$ cat src/rtl/seq_mult_n.sv
// Iterative shift-add multiplier with START/BUSY/DONE handshake and run-time signed mode.
// Optional early termination when the remaining multiplier bits are zero: SEQ_MULT_EARLY_TERM_EN.
module seq_mult_n #(
  parameter int unsigned WIDTH = 32,
  parameter int unsigned CNT_W = $clog2(WIDTH + 1)
) (
  input  logic             CLK,
  input  logic             RST,
  input  logic             START,
  input  logic             SIGNED,
  input  logic [WIDTH-1:0] A,
  input  logic [WIDTH-1:0] B,
  output logic [WIDTH-1:0] HI,
  output logic [WIDTH-1:0] LO,
  output logic             BUSY,
  output logic             DONE
);

  localparam int unsigned PW = 2 * WIDTH;

  typedef enum logic [1:0] {
    IDLE,
    RUN,
    FINISH
  } state_e;

  state_e             state_q, state_d;
  logic [CNT_W-1:0]   cnt_q, cnt_d;
  logic [PW-1:0]      acc_q, acc_d;
  logic [PW-1:0]      mcand_q, mcand_d;
  logic [WIDTH-1:0]   mplier_q, mplier_d;
  logic               sgn_q, sgn_d;
  logic [WIDTH-1:0]   hi_q, hi_d;
  logic [WIDTH-1:0]   lo_q, lo_d;
  logic               busy_q, busy_d;
  logic               done_q, done_d;

  logic [WIDTH-1:0]   abs_a_c;
  logic [WIDTH-1:0]   abs_b_c;
  logic [WIDTH-1:0]   mplier_nxt_c;
  logic [PW-1:0]      prod_c;

  // State and datapath registers
  always_ff @(posedge CLK or posedge RST) begin
    if (RST) begin
      state_q  <= IDLE;
      cnt_q    <= '0;
      acc_q    <= '0;
      mcand_q  <= '0;
      mplier_q <= '0;
      sgn_q    <= 1'b0;
      hi_q     <= '0;
      lo_q     <= '0;
      busy_q   <= 1'b0;
      done_q   <= 1'b0;
    end else begin
      state_q  <= state_d;
      cnt_q    <= cnt_d;
      acc_q    <= acc_d;
      mcand_q  <= mcand_d;
      mplier_q <= mplier_d;
      sgn_q    <= sgn_d;
      hi_q     <= hi_d;
      lo_q     <= lo_d;
      busy_q   <= busy_d;
      done_q   <= done_d;
    end
  end

  // Next-state and datapath logic
  always_comb begin
    state_d  = state_q;
    cnt_d    = cnt_q;
    acc_d    = acc_q;
    mcand_d  = mcand_q;
    mplier_d = mplier_q;
    sgn_d    = sgn_q;
    hi_d     = hi_q;
    lo_d     = lo_q;
    busy_d   = busy_q;
    done_d   = 1'b0;

    // Most-negative operand negates to itself, which is its correct unsigned magnitude
    abs_a_c      = (SIGNED && A[WIDTH-1]) ? WIDTH'(-A) : A;
    abs_b_c      = (SIGNED && B[WIDTH-1]) ? WIDTH'(-B) : B;
    mplier_nxt_c = mplier_q >> 1;
    prod_c       = sgn_q ? PW'(-acc_q) : acc_q;

    case (state_q)
      IDLE: begin
        if (START) begin
          sgn_d    = SIGNED & (A[WIDTH-1] ^ B[WIDTH-1]);
          mcand_d  = {WIDTH'(0), abs_a_c};
          mplier_d = abs_b_c;
          acc_d    = '0;
          cnt_d    = CNT_W'(WIDTH);
          busy_d   = 1'b1;
          state_d  = RUN;
        end
      end
      RUN: begin
        if (mplier_q[0]) begin
          acc_d = acc_q + mcand_q;
        end
        mcand_d  = mcand_q << 1;
        mplier_d = mplier_nxt_c;
        cnt_d    = cnt_q - CNT_W'(1);
`ifdef SEQ_MULT_EARLY_TERM_EN
        if ((cnt_q == CNT_W'(1)) || (mplier_nxt_c == '0)) begin
          state_d = FINISH;
        end
`else
        if (cnt_q == CNT_W'(1)) begin
          state_d = FINISH;
        end
`endif
      end
      FINISH: begin
        {hi_d, lo_d} = prod_c;
        done_d       = 1'b1;
        busy_d       = 1'b0;
        state_d      = IDLE;
      end
      default: begin
        state_d = IDLE;
      end
    endcase
  end

  assign HI   = hi_q;
  assign LO   = lo_q;
  assign BUSY = busy_q;
  assign DONE = done_q;

endmodule

$ cat config.mk
export PLATFORM = sky130hd
export DESIGN_NAME = seq_mult_n
export DESIGN_NICKNAME = d
export VERILOG_FILES = /design/src/rtl/seq_mult_n.sv
export SDC_FILE = /design/constraint.sdc
export NUM_CORES = 1
export LEC_CHECK = 0
export BUFFER_PORTS_ARGS = -buffer_cell sky130_fd_sc_hd__buf_4
export CAP_MARGIN = 20
export CELL_PAD_IN_SITES_DETAIL_PLACEMENT = 1
export CELL_PAD_IN_SITES_GLOBAL_PLACEMENT = 1
export CORE_MARGIN = 4
export CORE_UTILIZATION = 50
export CTS_CLUSTER_SIZE = 20
export DETAILED_ROUTE_END_ITERATION = 12
export GPL_ROUTABILITY_DRIVEN = 1
export HOLD_SLACK_MARGIN = 0.08
export PLACE_DENSITY = 0.94
export SLEW_MARGIN = 30
export SYNTH_ARGS = -nofsm -noshare
export SYNTH_HDL_FRONTEND = slang
export SYNTH_SLANG_ARGS = --single-unit
$ cat constraint.sdc
create_clock -name CLK -period 17.5 [get_ports CLK]
set_input_delay 3.5 -clock CLK [delete_from_list [all_inputs] [get_ports CLK]]
set_output_delay 3.5 -clock CLK [all_outputs]
set_load 0.05 [all_outputs]
==> results.md <==
- The final hold violation count is 0.
- Counting along the longest clock path gives a buffer depth of 3.
- The number of antenna diodes in the final layout is 0.
- The tool flagged a number of max-cap violations equal to 0.
- The number of vias in the routed layout is 14.0k.
- The total setup violations reported at the end of the flow is 0.
- The number of nets in the synthesized netlist is about 1.9k.
- The average vias per placed instance is 6.26.
- The final routed wirelength across all metal layers is 48100 um.
- The share of the clock period used by the worst path is 35.5%.
- The initial utilization of the core area, before any placement, comes to 51.3%.
- The clock arrives with 0.0213 ns of skew.
- The achievable frequency is 161 MHz.
- A synthesized cell averages 8.54 um2.
- For the worst setup path, the data required time is roughly 18 ns.
- The final non-filler cell area is 0.0170 mm2.
- The transition time at the pin with the least slew margin is roughly 0.95 ns.
- The worst hold path passes through 2 cells.
- The cell with the largest stage delay on the worst path is nor4_1.
- The clock reaches the later pin of the worst-skew pair after approximately 0.55 ns.
- The number of detailed-route iterations in the first pass is 5.
- The delay of the slowest cell on the worst path is 0.76 ns.
- The residual overflow from global routing is 0.
- The layout cell share with drive strength beyond 1 is 11.4%.
- The total buffers and inverters traversed by the critical path is 1.
- The launching element type of the critical path is an input pin.
- In this run the worst hold path is classified as reg2reg.
- The count of hold-fix buffers inserted at cts is 0.
- The leakage power summed over all cells is about 7.6 nW.
- The number of placement rows is 62.
- The Yosys step of the flow raised 0 warnings.
- The TritonCTS clock tree is built.
- The worst register-to-register path begins at acc_q[3].
- The global placement routability congestion is 0.948.
- The flop and latch count out of synthesis is roughly 240.
- Of all nets on the critical path, the largest fanout is 6.
- The count of flip-flops with a built-in enable after synthesis is 0.
- After synthesis, the largest area contributor takes up 39.4% of total cell area.
- The most frequently used cell type in the post-synthesis netlist is nand2_1.
- The die covers 0.0327 mm2.
- The post-CTS setup repair buffer count is 0.
- The number of global-route vias before repair is about 15k.
- The maximum ir drop on the vdd rail is 81.2 uV.
- The HPWL after detailed placement is 34600 um.
- Walking the worst path, the cells encountered are buf_4 -> nor4_1 -> nand4_1 -> or4_1 -> o41ai_1 -> nand2_1 -> nor2_1 -> xor2_1 -> o21ai_0.
- The final-layout fill cell count is 3462.
- After detailed routing, the number of remaining DRC violations is 0.
- The total area inside the core boundary comes to 0.0291 mm2.
- Entering global routing, the biggest net connects 126 pins.
- Power spread over the standard cell area amounts to 181 mW/mm2.
- During placement, the flow inserted port buffers numbering 133.
- The wire length of the first global-routing pass is 79000 um.
- The detail-routed net length per standard cell is 21.6 um.
- CTS built an H-tree with a depth of 1.
- The number of nets at the end of the flow is 1965.
- In this run the most critical hold path is launched from HI[1].
- The run finished with clean final reports.
- Across all register-to-register paths, the minimum setup slack is 13.35 ns.
- The largest area contributor in the synthesized netlist is dfrtp_1.
- In this run, distinct cell masters in the synthesized netlist total 70.
- After technology mapping, the gate count stands at 1746.
- The sink of the worst hold path is HI[1].
- The path depth of the worst reg2reg path is 11.
- By startpoint and endpoint, the worst setup path is classified as in2reg.
- The number of antenna violations at the first check in global routing came to 0.
- In this run the horizontal extent of the chip is 181 um.
- The endpoint identified for the worst register-to-register timing path is acc_q[61].
- STA puts the critical path data arrival time at 6.60 ns.
- The number of CTS-inserted buffers is 26.
- Clock tree synthesis selected as its root buffer the cell clkbuf_16.
- In this run the remaining antenna-violating nets after routing total 0.
- Setup repair after global routing left no endpoint under its margin.
- The clock-pin slew on the worst setup and hold paths is 0.06 ns.
- Hold timing on the final database bottoms out at a slack of 0.480 ns.
- By count the netlist is led by nand2_1, o21ai_0, dfrtp_1.
- The total routing resource utilization after global routing is 28.9%.
- CTS saw 235 sinks.
- The minimum period implied by the final worst setup slack is between 6 and 7 ns.
- Once placement finished, the instance area stood at 0.0162 mm2.
- STA classifies the critical path endpoint as a flop.
- The normalized max-slew margin is a little over a third.
- The number of pins exceeding their max-slew limit in the final report is 0.
- The dominant delay contributor by cell family on the critical path is simple AND/OR/NAND/NOR gates.
- The primary flip-flop cell chosen by synthesis mapping is dfrtp_1.
- Compared with the post-synthesis result, the final layout area differs by 14.3%.
- The total negative setup slack is 0 ns.
- The detailed router's first-iteration violation count is 1071.
- The share of synthesized flip-flops with an asynchronous set or reset is 100%.
- The post-synthesis instance area is 0.0149 mm2.
- Of the synthesized area, sequential elements account for 39.4%.
- In the post-synthesis netlist, the biggest area contributors are dfrtp_1, o21ai_0, xor2_1, nand2_1, ha_1.
- The die is between 150 and 200 um tall.
- The number of gates resized after CTS was 0.
- During I/O placement, the number of pins put on the boundary was 134.
==> worst max-delay path by stage <==
stage,depth (start not counted),start,endpoint
detailed placement,9,B[4],mplier_q[29]
global placement,9,B[4],mplier_q[29]
floorplan,1,RST,BUSY
finish,9,B[4],mplier_q[29]
global route,9,B[4],mplier_q[29]
CTS,9,B[4],mplier_q[29]
==> worst register-to-register path: cells and delay by family, from the launching register on <==
| family | cells | cell delay [ns] |
|---|---|---|
| compound gates | 9 | 2.93 |
| xor+xnor | 1 | 0.19 |
| fa+ha+maj | 1 | 0.41 |
| flops | 1 | 0.46 |
==> power breakdown <==
group / internal [mW] / leakage [nW] / switching [mW] / total (mW)
combinational: 0.540 / 4.16 / 1.04 / 1.58
sequential: 0.732 / 3.05 / 0.225 / 0.957
clock: 0.318 / 0.412 / 0.228 / 0.545
total: 1.59 / 7.62 / 1.49 / 3.08
==> cells in the final DEF (no fill, tap or decap), types with 11 or more instances in the layout <==
master	n
or4_1	13
a22oi_1	59
dfrtp_1	234
clkbuf_16	27
nand3_1	63
nand2b_1	11
nand2_1	282
o31ai_1	38
buf_4	142
nand4_1	19
a21o_1	18
o41ai_1	16
o21bai_1	15
nor3_1	14
inv_1	31
xnor2_1	54
ha_1	68
nor2_1	80
nor4_1	11
o21ai_0	258
or3_1	14
a21oi_1	96
xor2_1	125
o21ai_1	13
==> metal layers <==
layer	wire, um	vias up	global-route usage, %	share of wire [%]
met1	20800	6967	39.1	43
met4	1080	0	7.50	2.3
met5	0	-	0	0
met3	3000	81	4.40	6.2
li1	-	6458	-	-
met2	23200	448	48.9	48
==> per-stage QoR <==
step	total power, mW	util (%)	instances	worst slack, ns
detailed placement	2.49	55.7	2184	10.92
global route	3.29	58.6	2230	10.94
floorplan	2.00	-	1746	7.55
global placement	2.38	55.6	2183	11.16
finish	3.08	58.6	2230	11.28
CTS	3.06	58.6	2230	11.41
==> state kept, by name (all words and copies together), names as in the netlist <==
register,cells
mplier_q,32
mcand_q,64
acc_q,64
BUSY,1
DONE,1
state_q,2
cnt_q,6
LO,32
HI,32
sgn_q,1
==> final cells by class <==
cell class	count	area, um2	share of cell area, %
multi-input combinational	1390	8630	50.6
sequential	235	5880	34.5
timing repair buffer	143	1090	6.42
clock buffer	40	774	4.54
tap	384	480	2.82
inverter	32	128	0.749
clock inverter	6	58.8	0.345
==> cells by family after synthesis <==
group | after synthesis | synth area share [%]
buffers and inverters | 121 | 3.08
AOI/OAI and AO/OA | 578 | 23.6
xor gates and xnor gates | 179 | 10.5
and+or+nand+nor | 561 | 17.3
DFF | 235 | 39.4
muxes | 3 | 0.201
adders and majority gates | 69 | 5.84
Note: power is estimated with default switching activity, not from simulation.
